`config.mk`:
```
export PLATFORM = sky130hd
export DESIGN_NAME = decode_bpred
export DESIGN_NICKNAME = d
export VERILOG_FILES = /design/src/rtl/decode_bpred.sv
export SDC_FILE = /design/constraint.sdc
export NUM_CORES = 1
export LEC_CHECK = 0
export CAP_MARGIN = 10
export CORE_ASPECT_RATIO = 2
export CORE_UTILIZATION = 55
export DETAILED_ROUTE_END_ITERATION = 6
export GPL_TIMING_DRIVEN = 0
export PLACE_DENSITY = 0.75
export SYNTH_ARGS = -nofsm -noshare
export SYNTH_HDL_FRONTEND = slang
export SYNTH_SLANG_ARGS = --single-unit
```
`constraint.sdc`:
```
create_clock -name clk -period 38.4 [get_ports clk]
set_input_delay 5.76 -clock clk [delete_from_list [all_inputs] [get_ports clk]]
set_output_delay 5.76 -clock clk [all_outputs]
set_load 0.02 [all_outputs]
```
`src/rtl/decode_bpred.sv`:
```
// Direct-mapped BTB branch/jump predictor with ID-stage resolution and recovery.
// IF looks up a prediction; ID trains the table, flags mispredicts and keeps perf counts.
module decode_bpred #(
    parameter int unsigned WIDTH     = 16,
    parameter int unsigned IDX_BITS  = 4,
    parameter int unsigned CTR_BITS  = 2,
    parameter int unsigned PERF_BITS = 16
) (
    input  logic                 clk,
    input  logic                 rst,
    input  logic [WIDTH-1:0]     if_pc,
    output logic                 if_pred_taken,
    output logic [WIDTH-1:0]     if_pred_tgt,
    input  logic                 id_valid,
    input  logic                 id_stall,
    input  logic                 id_is_br,
    input  logic                 id_is_jmp,
    input  logic [WIDTH-1:0]     id_pc,
    input  logic [WIDTH-1:0]     id_pc_inc,
    input  logic                 id_pred_taken,
    input  logic [WIDTH-1:0]     id_pred_tgt,
    input  logic                 id_act_taken,
    input  logic [WIDTH-1:0]     id_act_tgt,
    input  logic                 bp_clear,
    output logic                 redirect,
    output logic [WIDTH-1:0]     redirect_pc,
    output logic                 flush,
    output logic [PERF_BITS-1:0] perf_br,
    output logic [PERF_BITS-1:0] perf_misp
);
    localparam int unsigned ENTRIES = 1 << IDX_BITS;
    localparam int unsigned TAG_W   = WIDTH - IDX_BITS - 1;
    localparam logic [CTR_BITS-1:0] CTR_WEAK_NT = CTR_BITS'((1 << (CTR_BITS - 1)) - 1);
    localparam logic [CTR_BITS-1:0] CTR_WEAK_T  = CTR_BITS'(1 << (CTR_BITS - 1));

    logic                valid_q [ENTRIES];
    logic [TAG_W-1:0]    tag_q   [ENTRIES];
    logic [WIDTH-1:0]    tgt_q   [ENTRIES];
    logic [CTR_BITS-1:0] ctr_q   [ENTRIES];

    logic [IDX_BITS-1:0] if_idx, id_idx;
    logic [TAG_W-1:0]    if_tag, id_tag;
    logic                if_hit, id_hit;
    logic                res, ctl, misp;
    logic                unused_lsb;

    assign if_idx = if_pc[IDX_BITS:1];
    assign if_tag = if_pc[WIDTH-1:IDX_BITS+1];
    assign id_idx = id_pc[IDX_BITS:1];
    assign id_tag = id_pc[WIDTH-1:IDX_BITS+1];
    assign unused_lsb = if_pc[0] ^ id_pc[0];

    assign if_hit        = valid_q[if_idx] && (tag_q[if_idx] == if_tag);
    assign id_hit        = valid_q[id_idx] && (tag_q[id_idx] == id_tag);
    assign if_pred_taken = if_hit & ctr_q[if_idx][CTR_BITS-1];
    assign if_pred_tgt   = if_hit ? tgt_q[if_idx] : '0;

    assign res  = id_valid & ~id_stall & ~rst;
    assign ctl  = id_is_br | id_is_jmp;
    assign misp = res & ((ctl & (id_pred_taken != id_act_taken))
                       | (ctl & id_act_taken & id_pred_taken & (id_pred_tgt != id_act_tgt))
                       | (~ctl & id_pred_taken));

    assign redirect    = misp;
    assign flush       = misp;
    assign redirect_pc = id_act_taken ? id_act_tgt : id_pc_inc;

    always_ff @(posedge clk or posedge rst) begin
        if (rst) begin
            for (int unsigned i = 0; i < ENTRIES; i++) begin
                valid_q[i] <= 1'b0;
                tag_q[i]   <= '0;
                tgt_q[i]   <= '0;
                ctr_q[i]   <= CTR_WEAK_NT;
            end
            perf_br   <= '0;
            perf_misp <= '0;
        end else begin
            if (res && ctl && (perf_br != '1))
                perf_br <= perf_br + PERF_BITS'(1);
            if (misp && (perf_misp != '1))
                perf_misp <= perf_misp + PERF_BITS'(1);

            if (bp_clear) begin
                for (int unsigned i = 0; i < ENTRIES; i++)
                    valid_q[i] <= 1'b0;
            end else if (res) begin
                if (ctl) begin
                    if (id_hit) begin
                        if (id_act_taken) begin
                            tgt_q[id_idx] <= id_act_tgt;
                            if (ctr_q[id_idx] != '1)
                                ctr_q[id_idx] <= ctr_q[id_idx] + CTR_BITS'(1);
                        end else if (ctr_q[id_idx] != '0) begin
                            ctr_q[id_idx] <= ctr_q[id_idx] - CTR_BITS'(1);
                        end
                    end else if (id_act_taken) begin
                        valid_q[id_idx] <= 1'b1;
                        tag_q[id_idx]   <= id_tag;
                        tgt_q[id_idx]   <= id_act_tgt;
                        ctr_q[id_idx]   <= id_is_jmp ? '1 : CTR_WEAK_T;
                    end
                end else if (id_hit || id_pred_taken) begin
                    // A non-branch predicted taken names the entry that produced it, even
                    // when its tag no longer matches; drop that entry at the shared index.
                    valid_q[id_idx] <= 1'b0;
                end
            end
        end
    end
endmodule
```
==> results.cfg <==
[floorplan]
initial_core_util = 0.558
die_w_um = 156
dieArea_um2 = 48300
core_area_um2 = 46700
die_h_um = 310
pin_count = 156
rows = 112

[synthesis]
yosysMostFrequentCell = dfrtp_1
yosys.area_share.adder = 0.00192
synth_common_cells = 496 x dfrtp_1, 364 x mux2_2, 330 x nand2_1
synth_top_family_by_area = multiplexers
syn_nets = 2045
synth_top_area_frac = 0.477
synth-seq-area-share = 0.493
synthSimpleGateAreaFrac = 0.0800
syn_inst = 1952
ys_warn_count = 0
ys_seq_elements = 512
ys_async_sr_fraction = 1.00
synthDistinctLibCells = 55
synth_compound_area_frac = 0.0273
synth.avg_cell_area_um2 = 13.3
synthMuxAreaShare = 0.346
synth-main-ff-cell = dfrtp_1
yosys-top-cells-area = dfrtp_1 48%, mux4_2 16%, mux2_2 16%
synth_top_area_cell = dfrtp_1
synth_area_um2 = 26000
synth_edf_count = 0
synth_xor_area_frac = 0.0239

[layout]
final_nets = 2228
fillers = 3530
drive_above_1_share = 0.330
area_growth_pct = 14.7
n_antenna_cell = 0

[worst_hold_path]
hold_class = reg2reg
min_from = tgt_q[200]$_DFFE_PP0P_

[routing]
routedLengthMet1_um = 24600
dr_wl_met3_um = 4870
wl_um = 77800
drt_iter0_markers = 1338
wire_per_inst_um = 27.8
dr_wl_met2_um = 40700
viasPerCell = 6.36
routed.top_layer = met4
route.detailed.drc = 0
vias = 17800
drt-pass1-iter-count = 7
antenna_left = 0

[cts]
postCtsHoldBufs = 0
htree_num_levels = 2
root_buffer = clkbuf_16
clock_path_buffers = 3
clock_latency_ns = 0.59
cts_tree = done
clock_sink_count = 512
cts_buffers = 46
clk_pin_slew_ns = 0.06
ctsResizeCount = 0
cts_setup_buffers = 0

[setup_path]
cp_max_fo = 10
cp-start-kind = primary input
worstSetupPathType = in2out
worst-path-buf-inv = 4
max_stage_delay_ns = 0.99
cp_top_family = buffers and inverters
arrival_ns = 11.36
crit_path_start = if_pc[1]
cp_cell_sequence = clkbuf_1 -> buf_1 -> mux4_2 -> mux4_2 -> xnor2_1 -> nand4_1 -> nor3_2 -> clkbuf_1 -> and2_1 -> clkdlybuf4s50_1
cpMaxStageDelayCell = buf_1
cp.required_ns = 32.64
r2r-start = tag_q[3]$_DFFE_PP0P_
endpoint_kind = output pin

[placed_design]
place.gp.congestion = 0.948
io_buffers = 124
dp_hpwl_um = 57300

[timing]
fin_crit_ns = 17.12
worst_slew_pin_slew_ns = 1.31
period_share = 0.446
holdWs_ns = 0.473
setup_viol = 0
slew_headroom = 0.123
max_freq_mhz = 58.4
final_max_slew_viol_count = 0
hold_viol = 0
rsz0062_at_grt = false
clock_skew_ns = 0.0231
fin_setup_tns_ns = 0

[global_route]
grt_overflow = 0
antenna_found_initial = 0
grt_pass1_wl_um = 119000
grt_usage = 0.337
grt_pass1_vias = 19700
grt_max_degree = 135

[power]
p_per_area_nw_per_um2 = 40.5
power.leakage_nw = 13.8
p_total_mw = 1.21
ir_drop_v = 0.0000410

[job]
drv_cap = 0

[status]
status = finished, final reports clean
-- layer usage --
metal  track usage  vias to the layer above
met1         0.337                     9032
met3        0.0631                      396
met4         0.292                        0
met2         0.596                      913
met5             0                        -
li1              -                     7446
-- cells in the final DEF, fill, tap and decap left out, types with 7 or more instances in the layout --
| cell | instances |
|---|---|
| mux2_2 | 364 |
| xor2_1 | 29 |
| nand2b_1 | 8 |
| inv_1 | 14 |
| dfrtp_1 | 496 |
| nor3_2 | 7 |
| nor2b_1 | 8 |
| buf_1 | 21 |
| a32oi_2 | 9 |
| clkinv_2 | 7 |
| nand2_1 | 330 |
| buf_6 | 7 |
| clkdlybuf4s50_1 | 124 |
| a21oi_1 | 11 |
| mux2_1 | 38 |
| nand3_1 | 19 |
| mux4_2 | 188 |
| and2_1 | 24 |
| buf_2 | 36 |
| clkbuf_16 | 46 |
| clkbuf_1 | 108 |
| a221oi_1 | 10 |
| nor3_1 | 13 |
| nand4_1 | 15 |
| clkbuf_8 | 11 |
| dfstp_2 | 16 |
| nor2_1 | 46 |
| mux2i_1 | 24 |
| xnor2_1 | 42 |
| a211oi_1 | 12 |
-- flip-flops by register name, indices dropped and copies added, names as in the netlist --
signal and count:
tgt_q 256, ctr_q 32, perf_br 16, valid_q 16
tag_q 176, perf_misp 16
-- cells by family (layout without fill, tap and decap cells) --
kind of cell    Yosys count  after routing
flops                   512            512
compound gates           85             85
buf+inv                 177            396
xor+xnor                 71             71
fa+ha+maj                 4              4
simple gates            489            489
mux                     614            614
-- path summary, 6_finish.rpt --
kind	endpoint	slack, ns	cells after the start
max	if_pred_tgt[5]	21.28	10
min	tgt_q[200]$_DFFE_PP0P_	0.47	2
max reg2reg	ctr_q[25]$_DFFE_PP0P_	34.41	10
min reg2reg	tgt_q[200]$_DFFE_PP0P_	0.47	2
max in group asynchronous	tgt_q[241]$_DFFE_PP0P_	30.80	4
min in group asynchronous	perf_br[4]$_DFFE_PP0P_	5.80	2
-- layout make-up --
cell class                 count  area, µm²  share of cell area
sequential                   512      12800               0.429
multi-input combinational   1263      12500               0.418
timing repair buffer         135       1420              0.0474
clock buffer                  66       1340              0.0447
tap                          627        785              0.0263
buffer                       162        691              0.0231
clock inverter                18        253             0.00846
inverter                      15       63.8             0.00214
-- report_power, final --
| group | total, mW | switching [mW] | internal [mW] |
|---|---|---|---|
| clock | 0.491 | 0.213 | 0.278 |
| sequential | 0.582 | 0.0189 | 0.563 |
| combinational | 0.137 | 0.0739 | 0.0627 |
| total | 1.21 | 0.306 | 0.904 |
-- stage by stage --
step	util	std cells	setup WS (ns)	instance area [µm²]
global route	0.640	2798	21.24	29900
floorplan	-	1952	18.37	26000
global placement	0.602	2703	13.40	28100
finish	0.640	2798	21.28	29900
CTS	0.640	2797	21.38	29900
detailed placement	0.606	2713	21.40	28300
-- worst reg2reg max path, delay by kind of cell, from the launching register on --
kind | cells | cell delay [ns]
flip-flops | 1 | 0.40
buffers and inverters | 1 | 0.19
AND/OR/NAND/NOR | 2 | 0.80
multiplexers | 3 | 1.22
AO/OA/AOI/OAI | 4 | 1.27
No activity file was read; power rests on OpenSTA's default activity.
